==> config.mk <==
export PLATFORM = sky130hd
export DESIGN_NAME = systolic_compute_sequencer
export DESIGN_NICKNAME = d
export VERILOG_FILES = /design/src/rtl/systolic_compute_sequencer.sv
export SDC_FILE = /design/constraint.sdc
export NUM_CORES = 2
export LEC_CHECK = 0
export CORE_AREA = 2 2 537 539
export CTS_CLUSTER_DIAMETER = 120
export DETAILED_ROUTE_END_ITERATION = 6
export DIE_AREA = 0 0 539 541
export PLACE_DENSITY = 0.3
export SYNTH_ARGS = -nofsm -noshare
export SYNTH_HDL_FRONTEND = slang
export SYNTH_SLANG_ARGS = --single-unit
==> constraint.sdc <==
create_clock -name clk -period 4.1 [get_ports clk]
set_clock_uncertainty 0.05 [all_clocks]
set_input_delay 0.615 -clock clk [delete_from_list [all_inputs] [get_ports clk]]
set_output_delay 0.615 -clock clk [all_outputs]
set_load 0.005 [all_outputs]
==> src/rtl/systolic_compute_sequencer.sv <==
// Compute-pass sequencer for the NxN output-stationary systolic array: latches A/B,
// clears the PEs, feeds skewed edge operands, drains, then captures results.
// Optional cycle counter enabled by defining SYSTOLIC_SEQ_PERF_EN.
module systolic_compute_sequencer #(
    parameter int N            = 4,
    parameter int DW           = 8,
    parameter int AW           = 32,
    parameter int DRAIN_CYCLES = 8
) (
    input  logic                clk,
    input  logic                rst,
    input  logic                start_compute,
    input  logic [N*N*DW-1:0]   a_flat,
    input  logic [N*N*DW-1:0]   b_flat,
    output logic [N*DW-1:0]     a_west,
    output logic [N*DW-1:0]     b_north,
    output logic                array_en,
    output logic                array_clear,
    input  logic [N*N*AW-1:0]   c_flat,
    output logic [N*N*AW-1:0]   results,
    output logic                busy,
    output logic                compute_done,
    output logic                irq,
    input  logic                irq_clr,
    output logic [15:0]         perf_cycles
);

    localparam int TW  = $clog2(2 * N);
    localparam int DCW = (DRAIN_CYCLES > 1) ? $clog2(DRAIN_CYCLES) : 1;
    localparam logic [TW-1:0]  LAST_T = TW'(2 * N - 2);
    localparam logic [DCW-1:0] LAST_D = DCW'(DRAIN_CYCLES - 1);

    typedef enum logic [2:0] {
        S_IDLE,
        S_CLEAR,
        S_FEED,
        S_DRAIN,
        S_CAPTURE
    } state_t;

    state_t              state;
    logic [TW-1:0]       feed_t;
    logic [TW-1:0]       feed_next;
    logic [DCW-1:0]      drain_cnt;
    logic [N*N*DW-1:0]   a_reg;
    logic [N*N*DW-1:0]   b_reg;
    logic [N*DW-1:0]     a_feed;
    logic [N*DW-1:0]     b_feed;

    // Edge operands are registered, so compute the skew for the index about to become current.
    always_comb begin
        feed_next = (state == S_FEED) ? feed_t + TW'(1) : '0;
    end

    always_comb begin
        a_feed = '0;
        b_feed = '0;
        for (int i = 0; i < N; i++) begin
            for (int k = 0; k < N; k++) begin
                if (TW'(i + k) == feed_next) begin
                    a_feed[i*DW +: DW] = a_reg[(i*N + k)*DW +: DW];
                    b_feed[i*DW +: DW] = b_reg[(k*N + i)*DW +: DW];
                end
            end
        end
    end

    always_ff @(posedge clk) begin
        if (rst) begin
            state        <= S_IDLE;
            feed_t       <= '0;
            drain_cnt    <= '0;
            a_reg        <= '0;
            b_reg        <= '0;
            a_west       <= '0;
            b_north      <= '0;
            array_en     <= 1'b0;
            array_clear  <= 1'b0;
            results      <= '0;
            busy         <= 1'b0;
            compute_done <= 1'b0;
            irq          <= 1'b0;
        end else begin
            compute_done <= 1'b0;
            if (irq_clr) begin
                irq <= 1'b0;
            end
            case (state)
                S_IDLE: begin
                    if (start_compute) begin
                        a_reg       <= a_flat;
                        b_reg       <= b_flat;
                        state       <= S_CLEAR;
                        busy        <= 1'b1;
                        array_clear <= 1'b1;
                        array_en    <= 1'b0;
                        a_west      <= '0;
                        b_north     <= '0;
                    end
                end
                S_CLEAR: begin
                    state       <= S_FEED;
                    feed_t      <= '0;
                    array_clear <= 1'b0;
                    array_en    <= 1'b1;
                    a_west      <= a_feed;
                    b_north     <= b_feed;
                end
                S_FEED: begin
                    if (feed_t == LAST_T) begin
                        state     <= S_DRAIN;
                        drain_cnt <= '0;
                        a_west    <= '0;
                        b_north   <= '0;
                    end else begin
                        feed_t  <= feed_next;
                        a_west  <= a_feed;
                        b_north <= b_feed;
                    end
                end
                S_DRAIN: begin
                    if (drain_cnt == LAST_D) begin
                        state    <= S_CAPTURE;
                        array_en <= 1'b0;
                    end else begin
                        drain_cnt <= drain_cnt + DCW'(1);
                    end
                end
                S_CAPTURE: begin
                    // Set after the clear above so a coincident irq_clr loses.
                    results      <= c_flat;
                    compute_done <= 1'b1;
                    irq          <= 1'b1;
                    busy         <= 1'b0;
                    state        <= S_IDLE;
                end
                default: begin
                    state <= S_IDLE;
                end
            endcase
        end
    end

`ifdef SYSTOLIC_SEQ_PERF_EN
    logic [15:0] perf_cnt;
    logic [15:0] perf_inc;

    assign perf_inc = (perf_cnt == 16'hFFFF) ? perf_cnt : perf_cnt + 16'd1;

    // Counts every busy cycle; the CAPTURE cycle is included in the published total.
    always_ff @(posedge clk) begin
        if (rst) begin
            perf_cnt    <= '0;
            perf_cycles <= '0;
        end else if (state == S_IDLE) begin
            if (start_compute) begin
                perf_cnt <= '0;
            end
        end else begin
            perf_cnt <= perf_inc;
            if (state == S_CAPTURE) begin
                perf_cycles <= perf_inc;
            end
        end
    end
`else
    assign perf_cycles = '0;
`endif

endmodule

# == After elaboration in Yosys (flattened, before gate mapping) ==
# Cells that the tools add are included.
# word_totals
wordCells,105
ff_bits,846
inputBits,772
out_inout_bits,597
# classes
muxes,56
reduce_logical,17
eq_ne,17
add_sub_neg,2
# op_table
cell,count
two-way mux 8 bit,32
case mux 32 bit (3 select lines),2
two-way mux 32 bit,3
two-way mux 3 bit,7
case mux 3 bit (2 select lines),2
case mux 3 bit (4 select lines),1
AND reduction 2 bit,5
nonzero test 2 bit,5
"equality test 3 bit, first input constant",3
"equality test 3 bit, second input constant",3
AND reduction 3 bit,3
"!= test 2 bit, second input constant",4
"adder 3 x 1 -> 3 bit, second input constant",2
"equality test 2 x 3 -> 1 bit, first input constant",2
"equality test 3 x 2 -> 1 bit, second input constant",2
logical NOT 3 bit,2
two-way mux 1 bit,6
nonzero test 3 bit,2
case mux 1 bit (2 select lines),2
"equality test 1 x 3 -> 1 bit, first input constant",1
"equality test 3 x 1 -> 1 bit, second input constant",1
case mux 1 bit (3 select lines),1
"!= test 2 x 1 -> 1 bit, second input constant",1

# == Depth between registers and ports, before layout ==
# logic_depth
depth_word,9
ltp_mapped,11
depth_no_buf,6

# == Worst setup path after synthesis ==
# No wires, ideal clock.
# synth_timing
kind,register to register
from,register feed_t[0]
to,register a_west[19]
path_buffers,5
path_stages_with_launch,12
path_slack_ns,1.695
arrival_time_ns,2.268
synth_period_minus_slack_ns,2.405
setup_time_ns,0.087
required_ns,3.963
cell_sequence,dfxtp_1 buf_2 inv_1 clkbuf_1 ha_1 buf_2 nor2b_1 and2_1 buf_2 buf_2 a211oi_1 o31ai_1
# synth_between
elab_chain_cells,9
word_cells_on_any_way,13
classes_between,add/sub: 1; eq/ne: 5; mux: 7
# synth_lines
item,line_no,text
"start, declared",42,logic [TW-1:0] feed_t;
"start signal, assigned",116,feed_t <= feed_next;
adder 3 x 1 -> 3 bit,52,feed_next = (state == S_FEED) ? feed_t + TW'(1) : '0;
two-way mux 3 bit,52,
equality test 2 x 3 -> 1 bit,60,if (TW'(i + k) == feed_next) begin
two-way mux 8 bit (4 in series),60,
two-way mux 32 bit,110,if (feed_t == LAST_T) begin
case mux 32 bit (3 select lines) *,88,case (state)
"end signal, assigned",97,a_west <= '0;
"end signal, assigned",113,a_west <= '0;
"end signal, assigned",117,a_west <= a_feed;
"end, declared",15,"output logic [N*DW-1:0] a_west,"
# Mark *: on every way between the ends. The rest lies on a longest branch, timed or not.
# A chain may end at the register's enable or synchronous reset.

# == Worst setup path in the final report ==
# layout_timing
from,register feed_t[1]
to,register a_west[2]
# layout_between
elab_chain_cells,9
word_cells_on_any_way,13
classes_between,add/sub: 1; eq/ne: 4; mux: 7; reduce/logical: 1
# layout_lines
item,line_no
adder 3 x 1 -> 3 bit,52
two-way mux 3 bit,52
logical NOT 3 bit,60
two-way mux 8 bit (4 in series),60
two-way mux 32 bit,110
case mux 32 bit (3 select lines) *,88
# Marked as above.

==> reports/qor.yml <==
status: "finished, violations left"
violations: "design-rule violations"
synth_warnings: 0
antenna_found_initial: 139
synthXorXnorAreaFrac_pct: 0.0563
critical_path.max_stage_delay_ns: 0.74
synth_area_mm2: 0.0311
setup_viol: 0
post-route-period-util_pct: 72.0
finalWirelength_um: 232000
clockRootBuffer: "clkbuf_16"
cts_setup_buffers: 0
relSlewSlack_pct: 32.8
synth_compound_area_share_pct: 16.6
hold_depth: 2
largest_reg_flops: 512
cp.required_ns: 4.68
grtUsageTotal_pct: 15.3
maxCapViolCount: 0
synthTopCellsByArea: "dfxtp_1 54%, nand2_1 20%, a21oi_1 13%, clkbuf_1 2.9%, o31ai_1 1.5%"
min_period_ns: 2.95
cts_buffer_depth: 4
p_int_mw: 15.7
synthAdderAreaFrac_pct: 0.161
drt_iter0_drc: 1855
crit_arrival_ns: 3.53
vias_per_cell: 3.62
max-vdd-ir-drop_uv: 342
async_reset_ff_share_pct: 0
drive_above_1_share_pct: 5.01
rsz0062_at_grt: "false"
r2r-start: "feed_t[1]"
wl_per_cell_um: 25.4
p_switching_mw: 5.28
io_pins: 1369
fp.dieH_um: 541
grt_pass1_wl_um: 306000
hpwl_um: 180000
r2r_slack_ns: 1.15
synthMuxAreaShare_pct: 0.483
core_mm2: 0.286
holdPathEnd: "results[160]"
cts.hold.buffers_added: 0
final_hold_viol_count: 0
worstPathMaxFanout: 25
vias: 33082
synth_seq_cells: 846
powerDensity_mw_per_mm2: 398
dr.pass1.iters: 7
synth_top_family_by_area: "simple AND/OR/NAND/NOR gates"
slew_viol_final: 0
grt_pass1_vias: 32653
place_congestion: 0.865
synth_area_per_cell_um2: 7.75
combPwrFrac_pct: 7.9
r2r_cells: 6
cts_resized: 0
grt_max_degree: 156
htreeDepth: 3
initial_core_util_pct: 10.9
yosysTopAreaCellShare_pct: 54.5
ys.flop_type: "dfxtp_1"
yosys.area_share.simple_pct: 23.4
critPathSlowestCell: "xor2_4"
cts_sinks: 846
syn2layout_area_growth_pct: 70.0
nets: 5994
critPathLaunchType: "register"
overflow: 0
ys_seq_area_share_pct: 54.5
synth_edf_count: 0
max_slew.worst_pin.slew_ns: 1.01
min_path_type: "in2reg"
endpoint_kind: "register"
finalSetupTns_ns: 0
die_x_um: 539
switching_share_pct: 25.1
numCtsBuffers: 122
cts_tree: "built"
rows: 197
clkTransAtPathRegs_ns: 0.06
drc_errors: 3
worstHoldStart: "rst"
io_buffers: 1352
synthTopCellsByCount: "1622 x nand2_1, 846 x dfxtp_1, 795 x a21oi_1"
reg2reg_to: "a_west[2]"
clk_latency_ns: 0.88
path_cells: "ha_1 > xor2_4 > nor2_2 > buf_4 > a32oi_1 > o31ai_1"
pwr-share-seq_pct: 40.5
syn_inst: 4009
clockPowerShare_pct: 51.6
ant_nets: 0
hold_ws_ns: 0.231
synth_most_common_cell: "nand2_1"
yosys.area.top_type: "dfxtp_1"
leakagePower_nw: 17.1
ys_types: 44
timing.fmax_mhz: 339
dieArea_mm2: 0.292
worstSetupPathType: "reg2reg"
metrics by stage:
| stage | cells | setup slack [ns] | utilization (%) | total power, mW | area (um2) |
|---|---|---|---|---|---|
| after floorplan | 4024 | 1.69 | - | 9.23 | 31100 |
| after global placement | 8875 | 1.19 | 17.0 | 10.4 | 48700 |
| after detailed placement | 8875 | 1.14 | 17.0 | 10.4 | 48700 |
| after CTS | 9091 | 1.08 | 18.4 | 21.6 | 52800 |
| after global routing | 9105 | 0.981 | 18.4 | 21.9 | 52800 |
| final | 9128 | 1.15 | 18.5 | 21.0 | 52800 |
layout by cell type (no fill, tap or decap), types with 36 or more instances in the layout:
cell             Yosys  routed
nand2_1           1622    1621
clkdlybuf4s50_1      0    1351
dfxtp_1            846     845
a21oi_1            795     794
clkbuf_16            0     123
o31ai_1             62      62
nor2_1              61      60
nand2b_1            43      43
diode_2              0      37
nor3_1              37      36
routing by layer:
layer,track usage (%),part of all wire (%)
met5,0,0.22
met4,4.13,2.7
met3,7.38,11
met2,24.5,45
met1,18.0,41
layout make-up:
| cell class | instances | area (um2) |
|---|---|---|
| Tap cell | 3781 | 4730 |
| Clock buffer | 187 | 3650 |
| Inverter | 19 | 71.3 |
| Sequential cell | 846 | 16900 |
| Fill cell | 32168 | 234000 |
| Multi-Input combinational cell | 2823 | 12800 |
| Clock inverter | 29 | 370 |
| Timing Repair Buffer | 1406 | 14200 |
| Antenna cell | 37 | 92.6 |
critical path: cells and delay by family, from the launching register on:
family	cells	cell delay, ns
flops	1	0.39
xor+xnor	1	0.74
simple gates	1	0.39
fa+ha+maj	1	0.37
buf+inv	1	0.31
compound gates	2	0.42
kinds of logic after synthesis:
family | after synthesis
compound gates | 955
xor+xnor | 2
fa+ha+maj | 4
buf+inv | 355
flops | 846
mux | 15
other cells | 1
simple gates | 1831
how the worst max path moves through the flow:
stage          startpoint    endpoint  slack (ns)  depth (start not counted)
4_1_cts         feed_t[1]   a_west[2]        1.08                          6
5_1_grt         feed_t[1]  a_west[18]        0.98                          5
3_5_place_dp          rst  b_north[3]        1.14                          4
3_3_place_gp          rst  b_north[3]        1.19                          4
2_1_floorplan   feed_t[0]  a_west[19]        1.69                         11
6_report        feed_t[1]   a_west[2]        1.15                          6
power by group through the flow:
| stage | Sequential (mW) | Combinational, mW | Clock, mW |
|---|---|---|---|
| finish | 8.51 | 1.65 | 10.9 |
| global route | 8.53 | 1.79 | 11.6 |
| CTS | 8.51 | 1.69 | 11.4 |
| detailed placement | 8.69 | 1.68 | 0 |
| global placement | 8.69 | 1.68 | 0 |
| floorplan | 8.65 | 0.580 | 0 |
(Power assumes the default switching activity.)
